==> src/rtl/counter_disp_core_if.sv <==
// -----------------------------------------------------------------------------
// counter_disp_core_if
// Pad bus between the user-project pad ring and the counter/display core.
//   io_in  : pad inputs  (bit0 count_en, bit1 up_dn, bit2 clear; rest ignored)
//   io_out : pad outputs ([9:3] seg a..g, [13:10] digit_sel, [14] ovf_led,
//            [15] run_led, [16] dir_led, [2:0] tied low)
// Modports:
//   master : pad-ring side, drives io_in and observes io_out
//   slave  : core side, samples io_in and drives io_out
// -----------------------------------------------------------------------------
interface counter_disp_core_if #(
    parameter int NUM_IOS = 17
);
    logic [NUM_IOS-1:0] io_in;
    logic [NUM_IOS-1:0] io_out;

    modport master (
        output io_in,
        input  io_out
    );

    modport slave (
        input  io_in,
        output io_out
    );
endinterface

==> src/rtl/counter_disp_core.sv <==
// -----------------------------------------------------------------------------
// counter_disp_core
// Samples three user pads, runs a 16-bit up/down counter at a prescaled tick
// rate and shows it on a 4-digit multiplexed hex 7-segment display plus three
// status LEDs.
// Ports:
//   vccd1/vssd1 : power pins (only with USE_POWER_PINS)
//   wb_clk_i    : single clock for all logic
//   wb_rst_i    : asynchronous, active-high reset (released synchronously
//                 upstream); clears every flop, so io_out goes to zero at once
//   pads        : pad bus (slave side), io_in sampled, io_out driven
// -----------------------------------------------------------------------------
module counter_disp_core #(
    parameter int NUM_INS  = 3,
    parameter int NUM_OUTS = 14,
    parameter int NUM_IOS  = 17,
    parameter int PRESCALE = 1000000,
    parameter int SCAN_DIV = 1000
) (
`ifdef USE_POWER_PINS
    inout wire                  vccd1,
    inout wire                  vssd1,
`endif
    input  logic                wb_clk_i,
    input  logic                wb_rst_i,
    counter_disp_core_if.slave  pads
);

    localparam int PW = $clog2(PRESCALE);
    localparam int SW = $clog2(SCAN_DIV);

    // Hex glyph, active-high, returned as {g,f,e,d,c,b,a}
    function automatic logic [6:0] hex_glyph(input logic [3:0] nib);
        logic [6:0] seg;
        case (nib)
            4'h0:    seg = 7'b0111111;
            4'h1:    seg = 7'b0000110;
            4'h2:    seg = 7'b1011011;
            4'h3:    seg = 7'b1001111;
            4'h4:    seg = 7'b1100110;
            4'h5:    seg = 7'b1101101;
            4'h6:    seg = 7'b1111101;
            4'h7:    seg = 7'b0000111;
            4'h8:    seg = 7'b1111111;
            4'h9:    seg = 7'b1101111;
            4'hA:    seg = 7'b1110111;
            4'hB:    seg = 7'b1111100;
            4'hC:    seg = 7'b0111001;
            4'hD:    seg = 7'b1011110;
            4'hE:    seg = 7'b1111001;
            4'hF:    seg = 7'b1110001;
            default: seg = 7'b0000000;
        endcase
        return seg;
    endfunction

    logic [NUM_INS-1:0] sync1_q;
    logic [NUM_INS-1:0] sync2_q;
    logic               en_s;
    logic               dir_s;
    logic               clr_s;
    logic               tick_s;

    logic [PW-1:0]      presc_q, presc_d;
    logic [15:0]        count_q, count_d;
    logic               ovf_q, ovf_d;

    logic [SW-1:0]      scan_q, scan_d;
    logic [1:0]         idx_q, idx_d;

    logic [3:0]         nib_s;
    logic [3:0]         dsel_s;
    logic [6:0]         seg_q;
    logic [3:0]         dsel_q;
    logic               run_q;
    logic               dir_q;

    // Pads above the input range carry nothing for this core.
    logic               unused_ins_s;
    assign unused_ins_s = ^pads.io_in[NUM_IOS-1:NUM_INS];

    assign en_s   = sync2_q[0];
    assign dir_s  = sync2_q[1];
    assign clr_s  = sync2_q[2];
    assign tick_s = en_s && (presc_q == PW'(PRESCALE - 1));

    // Two-flop synchroniser for the three input pads
    always_ff @(posedge wb_clk_i or posedge wb_rst_i) begin
        if (wb_rst_i) begin
            sync1_q <= {NUM_INS{1'b0}};
            sync2_q <= {NUM_INS{1'b0}};
        end else begin
            sync1_q <= pads.io_in[NUM_INS-1:0];
            sync2_q <= sync1_q;
        end
    end

    // Prescaler / counter / overflow next state; clear outranks a tick
    always_comb begin
        presc_d = presc_q;
        count_d = count_q;
        ovf_d   = ovf_q;
        if (clr_s) begin
            presc_d = {PW{1'b0}};
            count_d = 16'h0000;
            ovf_d   = 1'b0;
        end else begin
            if (en_s) begin
                presc_d = tick_s ? {PW{1'b0}} : presc_q + PW'(1);
            end else begin
                presc_d = presc_q;
            end
            if (tick_s) begin
                if (dir_s) begin
                    count_d = count_q + 16'd1;
                    ovf_d   = ovf_q | (count_q == 16'hFFFF);
                end else begin
                    count_d = count_q - 16'd1;
                    ovf_d   = ovf_q | (count_q == 16'h0000);
                end
            end else begin
                count_d = count_q;
                ovf_d   = ovf_q;
            end
        end
    end

    // Prescaler / counter / overflow state registers
    always_ff @(posedge wb_clk_i or posedge wb_rst_i) begin
        if (wb_rst_i) begin
            presc_q <= {PW{1'b0}};
            count_q <= 16'h0000;
            ovf_q   <= 1'b0;
        end else begin
            presc_q <= presc_d;
            count_q <= count_d;
            ovf_q   <= ovf_d;
        end
    end

    // Free-running scan divider and digit index; ignores enable and clear
    always_comb begin
        if (scan_q == SW'(SCAN_DIV - 1)) begin
            scan_d = {SW{1'b0}};
            idx_d  = idx_q + 2'd1;
        end else begin
            scan_d = scan_q + SW'(1);
            idx_d  = idx_q;
        end
    end

    // Scan divider and digit index registers
    always_ff @(posedge wb_clk_i or posedge wb_rst_i) begin
        if (wb_rst_i) begin
            scan_q <= {SW{1'b0}};
            idx_q  <= 2'd0;
        end else begin
            scan_q <= scan_d;
            idx_q  <= idx_d;
        end
    end

    // Digit select and nibble for the current slot, taken from the live count
    always_comb begin
        case (idx_q)
            2'd0: begin
                nib_s  = count_q[3:0];
                dsel_s = 4'b0001;
            end
            2'd1: begin
                nib_s  = count_q[7:4];
                dsel_s = 4'b0010;
            end
            2'd2: begin
                nib_s  = count_q[11:8];
                dsel_s = 4'b0100;
            end
            2'd3: begin
                nib_s  = count_q[15:12];
                dsel_s = 4'b1000;
            end
            default: begin
                nib_s  = 4'h0;
                dsel_s = 4'b0001;
            end
        endcase
    end

    // Output registers: segments and digit select share one edge so they
    // always change together; LEDs follow the synchronised pads
    always_ff @(posedge wb_clk_i or posedge wb_rst_i) begin
        if (wb_rst_i) begin
            seg_q  <= 7'b0000000;
            dsel_q <= 4'b0000;
            run_q  <= 1'b0;
            dir_q  <= 1'b0;
        end else begin
            seg_q  <= hex_glyph(nib_s);
            dsel_q <= dsel_s;
            run_q  <= en_s;
            dir_q  <= dir_s;
        end
    end

    // ovf_q is itself a flop, so it drives its LED directly
    assign pads.io_out = {dir_q, run_q, ovf_q, dsel_q, seg_q, 3'b000};

endmodule

==> src/flat_wrapper.sv <==
// flat-port wrapper written by rule: the top's interface ports become plain ports
module counter_disp_core_flat 
#(
    parameter int NUM_INS  = 3,
    parameter int NUM_OUTS = 14,
    parameter int NUM_IOS  = 17,
    parameter int PRESCALE = 1000000,
    parameter int SCAN_DIV = 1000
)
  (wb_clk_i, wb_rst_i, pads_io_in, pads_io_out);
  counter_disp_core_if #(.NUM_IOS(NUM_IOS)) pads_i ();
  input  logic wb_clk_i;
  input  logic wb_rst_i;
  input wire logic [$bits(pads_i.io_in)-1:0] pads_io_in;
  output wire logic [$bits(pads_i.io_out)-1:0] pads_io_out;
  assign pads_i.io_in = pads_io_in;
  assign pads_io_out = pads_i.io_out;
  counter_disp_core #(.NUM_INS(NUM_INS), .NUM_OUTS(NUM_OUTS), .NUM_IOS(NUM_IOS), .PRESCALE(PRESCALE), .SCAN_DIV(SCAN_DIV)) u_core (.wb_clk_i(wb_clk_i), .wb_rst_i(wb_rst_i), .pads(pads_i));
endmodule
==> config.mk <==
export PLATFORM = sky130hd
export DESIGN_NAME = counter_disp_core_flat
export DESIGN_NICKNAME = d
export VERILOG_FILES = /design/src/rtl/counter_disp_core_if.sv /design/src/rtl/counter_disp_core.sv /design/src/flat_wrapper.sv
export SDC_FILE = /design/constraint.sdc
export NUM_CORES = 1
export LEC_CHECK = 0
export CAP_MARGIN = 20
export CORE_ASPECT_RATIO = 1.4
export CORE_MARGIN = 2
export CORE_UTILIZATION = 52
export DETAILED_ROUTE_END_ITERATION = 7
export PLACE_DENSITY = 0.73
export SYNTH_ARGS = -nofsm -noshare
export SYNTH_HDL_FRONTEND = slang
export SYNTH_SLANG_ARGS = --single-unit
==> constraint.sdc <==
create_clock -name wb_clk_i -period 4.4 [get_ports wb_clk_i]
set_input_delay 1.1 -clock wb_clk_i [delete_from_list [all_inputs] [get_ports wb_clk_i]]
set_output_delay 1.1 -clock wb_clk_i [all_outputs]
set_load 0.05 [all_outputs]
Word level (Yosys, flattened, before mapping)
Memories as Yosys holds them, arrays and structs flattened. A register that Yosys moved wholly into a read port is not among the register bits.
Index checks and enable logic that the tools add are counted.
Word-level totals
  memory bits (read-only): 112
  latch bits: 0
  register bits after elaboration: 61
  bits in writable memories: 0
  bits of input ports: 19
  word-level logic and storage cells: 41
  memories kept: 1
Memories
  (name not given): depth 16, width 7, read ports 1, clocked after Yosys merged registers in 1, wr ports 0, line counter_disp_core.sv:35  | case (nib)
Cells by class
  bitwise logic cells: 2
  multiplexer cells: 12
  shifts and indexed selects: 0
  order comparisons: 0
  $mul: 0
  div/mod/pow operators: 0
  equality and inequality tests: 6
  reductions and logical operators: 5
  $add $sub $neg: 5
Operators by type and width (number)
  two-way mux 20 bit: 3
  two-way mux 16 bit: 3
  one-hot mux 4 bit (4 select lines): 2
  adder 20 x 1 -> 20 bit, second input constant: 1
  equality test 20 bit, second input constant: 1
  adder 16 x 1 -> 16 bit, second input constant: 1
  equality test 16 bit, second input constant: 1
  zero test 16 bit: 1
  subtractor 16 x 1 -> 16 bit, second input constant: 1
  adder 10 x 1 -> 10 bit, second input constant: 1
  equality test 10 bit, second input constant: 1
  two-way mux 10 bit: 1
  equality test 2 bit, second input constant: 2
  nonzero test 2 bit: 2
  two-way mux 1 bit: 3
  adder 2 x 1 -> 2 bit, second input constant: 1
  equality test 2 x 1 -> 1 bit, second input constant: 1
  zero test 2 bit: 1
  OR 1 bit: 2
  logical AND 1 bit: 1

Logic depth before layout (Yosys ltp)
Gate-level depths: netlist (run 1).
  depth in word-level cells: 5
  gate-level depth with buffers: 9
  depth with buffers taken out: 9

Least setup slack after synthesis (run 1)
No wires, ideal clock.
  path type: flip-flop to flip-flop
  start: reg u_core.sync2_q[1]
  end: reg u_core.count_q[15]
  stages on the path, launching flop included: 10
  clock period less this slack: 2.516 ns
  required time: 4.272 ns
  setup slack: 1.884 ns
  data arrival time: 2.388 ns
  library setup time: 0.128 ns
  path through: dfrtp_1 -> inv_1 -> ha_1 -> a21oi_1 -> o31ai_2 -> a31o_2 -> a31oi_4 -> a22oi_2 -> mux2i_1 -> mux2_1
Between the ends
  cells in the longest elaborated chain, start to end: 3
Ends and longest elaborated chain
  start: declaration: line counter_disp_core.sv:58  | logic [NUM_INS-1:0] sync2_q;
  start signal: assignment: line counter_disp_core.sv:91  | sync2_q <= {NUM_INS{1'b0}};
  start signal: assignment: line counter_disp_core.sv:94  | sync2_q <= sync1_q;
  two-way mux 16 bit: line counter_disp_core.sv:114  | if (dir_s) begin
  two-way mux 16 bit: line counter_disp_core.sv:113  | if (tick_s) begin
  two-way mux 16 bit: line counter_disp_core.sv:103  | if (clr_s) begin
  end signal: assignment: line counter_disp_core.sv:136  | count_q <= count_d;
  end: declaration: line counter_disp_core.sv:65  | logic [15:0] count_q, count_d;
Every way passes these cells. The select of a mux whose other input is x is not followed.
A chain may end at the register's enable or synchronous reset.

Final worst setup path (run 1)
Ends and elaborated chain as after synthesis.

==> results.sh, run 1 <==
export IMPL_status="finished clean"
export IMPL_finalHoldViolations=0
export IMPL_clockBufferDepth=2
export IMPL_rsz0062_at_grt="false"
export IMPL_placed_area_sq_mm=0.00413
export IMPL_grt_total_usage_pct=20.5
export IMPL_synth_edf_count=0
export IMPL_setup_viol=0
export IMPL_io_pins=36
export IMPL_hold_path_startpoint="u_core.sync1_q[0]"
export IMPL_drc=0
export IMPL_rr_endpoint="u_core.count_q[15]"
export IMPL_r2r_slack_ns=1.50
export IMPL_cts_post_setup_buffers_inserted=0
export IMPL_die_area_sq_mm=0.00822
export IMPL_die_height_microns=106
export IMPL_max_freq_mhz=345
export IMPL_wl_per_cell_microns=14.8
export IMPL_synthFlopType="dfrtp_1"
export IMPL_wl_mm=7.79
export IMPL_async_flop_share_pct=100
export IMPL_ys_warn_count=0
export IMPL_cts_resized=0
export IMPL_syn_area_sq_mm=0.00390
export IMPL_min_period_over_period_pct=65.9
export IMPL_power_leakage_uw=0.00193
export IMPL_slew_headroom_pct=41.2
export IMPL_rows=37
export IMPL_drtIter0Drc=126
export IMPL_fin_nets=473
export IMPL_cts_tree="done"
export IMPL_ir_drop_uv=240
export IMPL_worst_setup_path_start_kind="flip-flop"
export IMPL_drive_gt1_share_pct=6.07
export IMPL_crit_path_max_fanout=16
export IMPL_grt_start_max_net_pins=33
export IMPL_insertion_delay_ns=0.35
export IMPL_postSynthAreaPerCell_sq_um=9.58
export IMPL_vias_per_cell=5.66
export IMPL_final_cell_mix="68 x dfrtp_1, 47 x nand2_1, 43 x nor2_1"
export IMPL_antenna_found_initial=0
export IMPL_skew_ns=0.00616
export IMPL_ctsHoldBuffers=0
export IMPL_tightest_slew_ns=0.882
export IMPL_period_needed_ns=2.90
export IMPL_vias=2971
export IMPL_numCtsBuffers=9
export IMPL_final_common_cell="dfrtp_1"
export IMPL_hold_depth=0
export IMPL_htreeDepth=3
export IMPL_crit_required_ns=4.64
export IMPL_drv_cap=0
export IMPL_port_buffers=18
export IMPL_maxSlewViolCount=0
export IMPL_grt_pass1_wl_mm=13.4
export IMPL_arrival_ns=3.14
export IMPL_die_w_microns=77.2
export IMPL_firstDrtPassIters=5
export IMPL_cp_end_kind="flip-flop"
export IMPL_start_util_pct=53.3
export IMPL_critPathKind="reg -> reg"
export IMPL_r2r_start="u_core.sync2_q[1]"
export IMPL_diodes=0
export IMPL_grt_overflow=0
export IMPL_dp_hpwl_mm=5.53
export IMPL_grt_pass1_vias=3013
export IMPL_areaGrowthSynthToFinish_pct=10.8
export IMPL_final_area_sq_mm=0.00432
export IMPL_coreArea_sq_mm=0.00731
export IMPL_gp_congestion=0.789
export IMPL_synth_cells=407
export IMPL_clock_sinks=68
export IMPL_clk_pin_slew_ns=0.07
export IMPL_ys_seq_elements=68
export IMPL_hold_path_end="u_core.sync2_q[0]"
export IMPL_rr_worst_depth=9
export IMPL_clockRootBuffer="clkbuf_8"
export IMPL_postRouteAntennaNets=0
export IMPL_setup_tns_ns=0
export IMPL_synth_cell_types=51
export IMPL_seq_area_frac_synth_pct=43.6
export IMPL_hold_path_class="reg -> reg"
export IMPL_powerDensity_mw_per_mm2=273
[routing by layer]
layer  global-route usage, %  up-vias  share of wire [%]
met5                       0        -                  0
met4                    9.44        0                2.6
met3                    4.67       17                3.5
met2                    36.3       57                 52
met1                    23.3     1440                 42
li1                        -     1457                  -
[final cells by class]
| cell class | instances | area (sq um) |
|---|---|---|
| clock buffers | 13 | 169 |
| multi-input cells | 310 | 2060 |
| flip-flops and latches | 68 | 1700 |
| repair buffers | 20 | 195 |
| fillers | 660 | 2990 |
| clock inverters | 3 | 20.0 |
| inverters | 14 | 52.6 |
| well taps | 97 | 121 |
[worst max path at each step]
stage / end / slack (ns) / cells past startpoint / startpoint
after floorplan: u_core.count_q[0] / 1.59 / 1 / wb_rst_i
after global placement: u_core.count_q[15] / 1.59 / 9 / u_core.sync2_q[1]
after detailed placement: u_core.count_q[15] / 1.54 / 9 / u_core.sync2_q[1]
after CTS: u_core.count_q[15] / 1.53 / 9 / u_core.sync2_q[1]
after global routing: u_core.count_q[15] / 1.33 / 9 / u_core.sync2_q[1]
final: u_core.count_q[15] / 1.50 / 9 / u_core.sync2_q[1]
[flip-flops by register name (all words and copies together) (netlist names)]
register,count
u_core.sync2_q,3
u_core.ovf_q,1
u_core.scan_q,10
u_core.idx_q,2
u_core.seg_q,7
u_core.presc_q,20
u_core.dir_q,1
u_core.dsel_q,4
u_core.run_q,1
u_core.count_q,16
u_core.sync1_q,3
[kinds of logic after synthesis]
logic type | Yosys count | synth area share (%)
multiplexers | 10 | 2.66
flip-flops | 68 | 43.6
AND/OR/NAND/NOR | 155 | 19.0
buffers and inverters | 31 | 3.69
XOR/XNOR | 36 | 8.09
AO/OA/AOI/OAI | 75 | 12.7
adder cells (fa/ha/maj) | 31 | 10.1
other | 1 | 0.0962
[power breakdown]
group          switching, uW  internal (uW)  total (uW)
Sequential              7.66            630         637
Clock                    234            250         484
Combinational           40.7           17.1        57.8
Total                    282            897        1180
[synthesized netlist by cell type, drive strengths merged (2+ instances only)]
| library cell | count | share of area [%] |
|---|---|---|
| nor4b | 2 | 0.61 |
| and3 | 7 | 1.1 |
| a22oi | 3 | 0.71 |
| mux2i | 7 | 1.8 |
| or3 | 2 | 0.32 |
| and2 | 3 | 0.48 |
| nor3b | 2 | 0.38 |
| o211a | 2 | 0.51 |
| nand3 | 14 | 1.8 |
| nor4 | 7 | 1.1 |
| nand2b | 3 | 0.48 |
| a21o | 5 | 0.96 |
| clkbuf | 7 | 0.67 |
| a31oi | 4 | 1.0 |
| nand2 | 47 | 4.5 |
| nor2b | 3 | 0.48 |
| o21a | 2 | 0.38 |
| a211oi | 2 | 0.38 |
| nand3b | 3 | 0.58 |
| o21ai | 15 | 1.9 |
| ha | 30 | 9.6 |
| nor3 | 6 | 0.77 |
| a222oi | 2 | 0.51 |
| xor2 | 21 | 4.7 |
| buf | 10 | 1.7 |
| xnor2 | 15 | 3.4 |
| a22o | 3 | 0.67 |
| nand4 | 10 | 1.6 |
| a21oi | 29 | 3.7 |
| mux2 | 3 | 0.87 |
| nor2 | 43 | 4.1 |
| dfrtp | 68 | 44 |
| inv | 14 | 1.3 |
[worst max-delay path: stages, from the launching register on]
cell	delay, ns
dfrtp_1	0.42
inv_1	0.45
ha_1	0.38
a21oi_1	0.26
o31ai_2	0.14
a31o_2	0.31
a31oi_4	0.22
a22oi_2	0.09
mux2i_1	0.18
mux2_1	0.33
[stage by stage]
stage          cells  power (uW)  hold slack [ns]  utilization, %  setup slack (ns)
6_report         525        1180            0.354            59.1              1.50
5_1_grt          525        1230            0.365            59.1              1.33
4_1_cts          525        1200            0.355            59.1              1.53
3_5_place_dp     509         708            0.338            56.5              1.54
3_3_place_gp     509         706            0.334            56.5              1.59
2_1_floorplan    409         695            0.331               -              1.59
(Power assumes the default switching activity.)
==> inputs of run 2 (changes only) <==
PLACE_DENSITY = 0.76   (was 0.73)
clock period = 2.6 ns   (was 4.4 ns; I/O delays follow)
==> results.sh, run 2 (synthesis results as in run 1) <==
export IMPL_status="finished clean"
export IMPL_worst_setup_path_start_kind="flip-flop"
export IMPL_cpMaxStageDelayCell="dfrtp_1"
export IMPL_antenna_found_initial=0
export IMPL_skew_ns=0.00699
export IMPL_r2r_start="u_core.count_q[1]"
export IMPL_hold_path_class="reg -> reg"
export IMPL_final_common_cell="dfrtp_1"
export IMPL_clk_pin_slew_ns=0.07
export IMPL_maxSlewViolCount=0
export IMPL_cpPeakStageDelay_ns=0.48
export IMPL_period_needed_ns=2.43
export IMPL_setup_tns_ns=0
export IMPL_holdWs_ns=0.356
export IMPL_cp_depth=9
export IMPL_drive_gt1_share_pct=10.8
export IMPL_rr_endpoint="u_core.count_q[13]"
export IMPL_ir_drop_uv=284
export IMPL_regMostFlops="u_core.presc_q"
export IMPL_gp_congestion=0.884
export IMPL_cts_post_setup_buffers_inserted=0
export IMPL_setup_viol=0
export IMPL_final_cell_mix="68 x dfrtp_1, 47 x nand2_1, 43 x nor2_1"
export IMPL_finalHoldViolations=0
export IMPL_min_period_over_period_pct=93.5
export IMPL_die_height_microns=106
export IMPL_grt_overflow=0
export IMPL_reg_top3="u_core.presc_q: 20 flops, u_core.count_q: 16 flops, u_core.scan_q: 10 flops"
export IMPL_tightest_slew_ns=0.555
export IMPL_coreArea_sq_mm=0.00731
export IMPL_crit_path_max_fanout=6
export IMPL_rsz0062_at_grt="false"
export IMPL_slew_headroom_pct=62.0
export IMPL_die_w_microns=77.2
export IMPL_cp_end_kind="flip-flop"
export IMPL_ctsHoldBuffers=0
export IMPL_cts_resized=0
export IMPL_start_util_pct=53.3
export IMPL_critPathKind="reg -> reg"
export IMPL_cp_startpoint="u_core.count_q[1]"
export IMPL_io_pins=36
export IMPL_rr_worst_depth=9
export IMPL_grt_start_max_net_pins=27
export IMPL_port_buffers=18
export IMPL_firstDrtPassIters=6
export IMPL_wl_mm=7.85
export IMPL_drtIter0Drc=256
export IMPL_crit_required_ns=2.84
export IMPL_insertion_delay_ns=0.35
export IMPL_powerDensity_mw_per_mm2=448
export IMPL_path_buf_inv=1
export IMPL_fin_nets=490
export IMPL_vias=3017
export IMPL_grt_total_usage_pct=20.1
export IMPL_diodes=0
export IMPL_max_freq_mhz=411
export IMPL_numCtsBuffers=9
export IMPL_vias_per_cell=5.57
export IMPL_post_place_ws_ns=0.0943
export IMPL_drc=0
export IMPL_dp_hpwl_mm=5.66
export IMPL_largest_register_ffs=20
export IMPL_grt_pass1_vias=2935
export IMPL_crit_path_end="u_core.count_q[13]"
export IMPL_clock_sinks=68
export IMPL_die_area_sq_mm=0.00822
export IMPL_fin_ws_ns=0.170
export IMPL_r2r_slack_ns=0.17
export IMPL_grt_pass1_wl_mm=13.1
export IMPL_postRouteAntennaNets=0
export IMPL_clockRootBuffer="clkbuf_8"
export IMPL_cts_tree="done"
export IMPL_crit_family="compound AO/OA/AOI/OAI gates"
export IMPL_arrival_ns=2.67
export IMPL_drv_cap=0
export IMPL_wl_per_cell_microns=14.5
export IMPL_rows=37
export IMPL_clockBufferDepth=2
export IMPL_htreeDepth=3
export IMPL_areaGrowthSynthToFinish_pct=15.6
export IMPL_crit_chain="ha_1 -> a211oi_2 -> o31ai_4 -> a31o_2 -> a31oi_4 -> buf_4 -> o21ai_0 -> xor2_1 -> a22o_1"
export IMPL_power_leakage_uw=0.00202
export IMPL_nFillCells=653
-- run 2: worst min path at each step --
stage	cells after the start	slack, ns	to	startpoint
floorplan	0	0.33	u_core.sync2_q[0]	u_core.sync1_q[0]
global placement	0	0.34	u_core.sync2_q[0]	u_core.sync1_q[0]
global route	0	0.36	u_core.sync2_q[2]	u_core.sync1_q[2]
finish	0	0.36	u_core.sync2_q[2]	u_core.sync1_q[2]
CTS	0	0.36	u_core.sync2_q[2]	u_core.sync1_q[2]
detailed placement	0	0.34	u_core.sync2_q[2]	u_core.sync1_q[2]
-- run 2: final cells by class --
cell class	instances	area, sq um	share of cell area, %
Clock buffer	11	131	2.92
Timing Repair Buffer	37	348	7.72
Tap cell	97	121	2.69
Clock inverter	5	52.6	1.17
Sequential cell	68	1700	37.8
Inverter	14	52.6	1.17
Multi-Input combinational cell	310	2100	46.6
-- run 2: metrics by stage --
step,total power (uW),cell area (sq um),utilization [%],instances
finish,2020,4510,61.6,542
CTS,2040,4470,61.1,542
global route,2100,4510,61.6,542
detailed placement,1210,4280,58.6,526
floorplan,1180,3910,-,409
global placement,1210,4280,58.6,526
-- run 2: report_power, final --
part	internal, uW	switching, uW	leakage [uW]
logic	42.1	80.7	0.00105
clock network	438	388	0.0000931
registers	1070	4.98	0.000879
total	1550	474	0.00202
-- run 2: per-layer routing --
layer	wire length (microns)	GRT usage (%)
met3	224	3.82
met1	3420	24.6
met4	197	9.82
met2	4010	34.0
met5	0	0
-- run 2: worst register-to-register path, delay by kind of cell, from the launching register on --
family                   cells  cell delay (ns)
AO/OA/AOI/OAI                6             1.17
flip-flops                   1             0.48
adder cells (fa/ha/maj)      1             0.36
XOR/XNOR                     1             0.16
buffers and inverters        1             0.14
==> inputs of run 3 (changes only) <==
CORE_MARGIN = 5   (was 2)
==> results.sh, run 3 (synthesis results as in run 1) <==
export IMPL_status="finished clean"
export IMPL_powerDensity_mw_per_mm2=453
export IMPL_worst_setup_path_start_kind="flip-flop"
export IMPL_cp_end_kind="flip-flop"
export IMPL_finalPower_uw=2050
export IMPL_arrival_ns=2.69
export IMPL_numCtsBuffers=9
export IMPL_die_w_microns=83.2
export IMPL_areaGrowthSynthToFinish_pct=15.9
export IMPL_slew_headroom_pct=63.4
export IMPL_clockBufferDepth=2
export IMPL_finalHoldViolations=0
export IMPL_ctsHoldBuffers=0
export IMPL_drc=0
export IMPL_regMostFlops="u_core.presc_q"
export IMPL_rsz0062_at_grt="false"
export IMPL_final_core_util_pct=61.8
export IMPL_hold_path_startpoint="u_core.sync1_q[2]"
export IMPL_grt_pass1_wl_mm=13.7
export IMPL_clock_sinks=68
export IMPL_firstDrtPassIters=5
export IMPL_fin_nets=491
export IMPL_vias=3021
export IMPL_die_area_sq_mm=0.00935
export IMPL_r2r_slack_ns=0.16
export IMPL_coreArea_sq_mm=0.00731
export IMPL_diodes=0
export IMPL_power_leakage_uw=0.00204
export IMPL_drv_cap=0
export IMPL_cts_tree="done"
export IMPL_skew_ns=0.0113
export IMPL_crit_path_max_fanout=6
export IMPL_grt_total_usage_pct=18.1
export IMPL_die_height_microns=112
export IMPL_htreeDepth=3
export IMPL_clockRootBuffer="clkbuf_8"
export IMPL_io_pins=36
export IMPL_grt_overflow=0
export IMPL_clk_pin_slew_ns=0.07
export IMPL_final_common_cell="dfrtp_1"
export IMPL_critPathKind="reg -> reg"
export IMPL_wl_mm=8.04
export IMPL_ir_drop_uv=346
export IMPL_setup_viol=0
export IMPL_max_freq_mhz=410
export IMPL_reg_top3="u_core.presc_q: 20 flops, u_core.count_q: 16 flops, u_core.scan_q: 10 flops"
export IMPL_drtIter0Drc=189
export IMPL_largest_register_ffs=20
export IMPL_wl_per_cell_microns=14.9
export IMPL_min_period_over_period_pct=93.7
export IMPL_hold_path_class="reg -> reg"
export IMPL_setup_tns_ns=0
export IMPL_rr_worst_depth=10
export IMPL_grt_pass1_vias=3067
export IMPL_insertion_delay_ns=0.36
export IMPL_hold_path_end="u_core.sync2_q[2]"
export IMPL_hold_depth=0
export IMPL_rr_endpoint="u_core.count_q[13]"
export IMPL_rows=37
export IMPL_period_needed_ns=2.44
export IMPL_r2r_start="u_core.sync2_q[1]"
export IMPL_vias_per_cell=5.58
export IMPL_final_cell_mix="68 x dfrtp_1, 47 x nand2_1, 43 x nor2_1"
export IMPL_start_util_pct=53.3
export IMPL_grt_start_max_net_pins=27
export IMPL_crit_required_ns=2.85
export IMPL_dp_hpwl_mm=5.76
export IMPL_tightest_slew_ns=0.534
export IMPL_port_buffers=18
export IMPL_gp_congestion=0.918
export IMPL_maxSlewViolCount=0
export IMPL_postRouteAntennaNets=0
export IMPL_drive_gt1_share_pct=10.6
export IMPL_antenna_found_initial=0
==> run 3: layout make-up <==
type	count	area (sq um)
timing repair buffer	38	359
inverter	14	52.6
clock buffer	12	155
tap	97	121
multi-input combinational	310	2090
sequential	68	1700
clock inverter	2	35.0
fill	650	2800
==> run 3: critical path: stages, from the launching register on <==
cell and delay [ns]:
dfrtp_1 0.41, inv_2 0.13, ha_1 0.28, a211oi_2 0.30, o31ai_4 0.13, a31o_4 0.28, a31oi_4 0.18, buf_4 0.14
o21ai_0 0.10, xor2_1 0.17, a22o_1 0.20
==> run 3: per-stage QoR <==
| step | hold slack [ns] | area [sq um] | setup slack, ns | instances |
|---|---|---|---|---|
| finish | 0.350 | 4520 | 0.164 | 541 |
| detailed placement | 0.341 | 4290 | 0.0624 | 527 |
| global route | 0.359 | 4520 | 0.00359 | 541 |
| CTS | 0.354 | 4480 | 0.0603 | 541 |
| global placement | 0.336 | 4290 | 0.136 | 527 |
| floorplan | 0.331 | 3910 | 0.0840 | 409 |
==> run 3: worst max-delay path by stage <==
| stage | startpoint | endpoint | slack [ns] | cells after the start |
|---|---|---|---|---|
| after detailed placement | u_core.sync2_q[1] | u_core.count_q[15] | 0.06 | 10 |
| after global placement | u_core.sync2_q[1] | u_core.count_q[13] | 0.14 | 10 |
| after global routing | u_core.idx_q[0] | u_core.seg_q[0] | 0.004 | 8 |
| after floorplan | u_core.sync2_q[1] | u_core.count_q[15] | 0.08 | 9 |
| final | u_core.sync2_q[1] | u_core.count_q[13] | 0.16 | 10 |
| after CTS | u_core.sync2_q[1] | u_core.count_q[15] | 0.06 | 10 |
==> run 3: power breakdown <==
group	switching (uW)	leakage (uW)	internal [uW]
clock network	367	0.0000983	483
logic	80.4	0.00106	42.2
registers	6.62	0.000879	1070
==> run 3: per-layer routing <==
layer	track usage (%)	vias to the layer above	share of wire [%]	routed length [microns]
li1	-	1478	-	-
met1	21.2	1465	43	3460
met2	30.6	65	51	4110
met3	4.99	13	4.1	328
met4	8.62	0	1.8	144
met5	0	-	0	0
==> run 3: what timing repair did <==
item / in CTS / in global routing
hold endpoints to repair: 0 / 0
setup endpoints to repair: 0 / 3
resized for setup: 0 / 8
setup buffers: 0 / 0
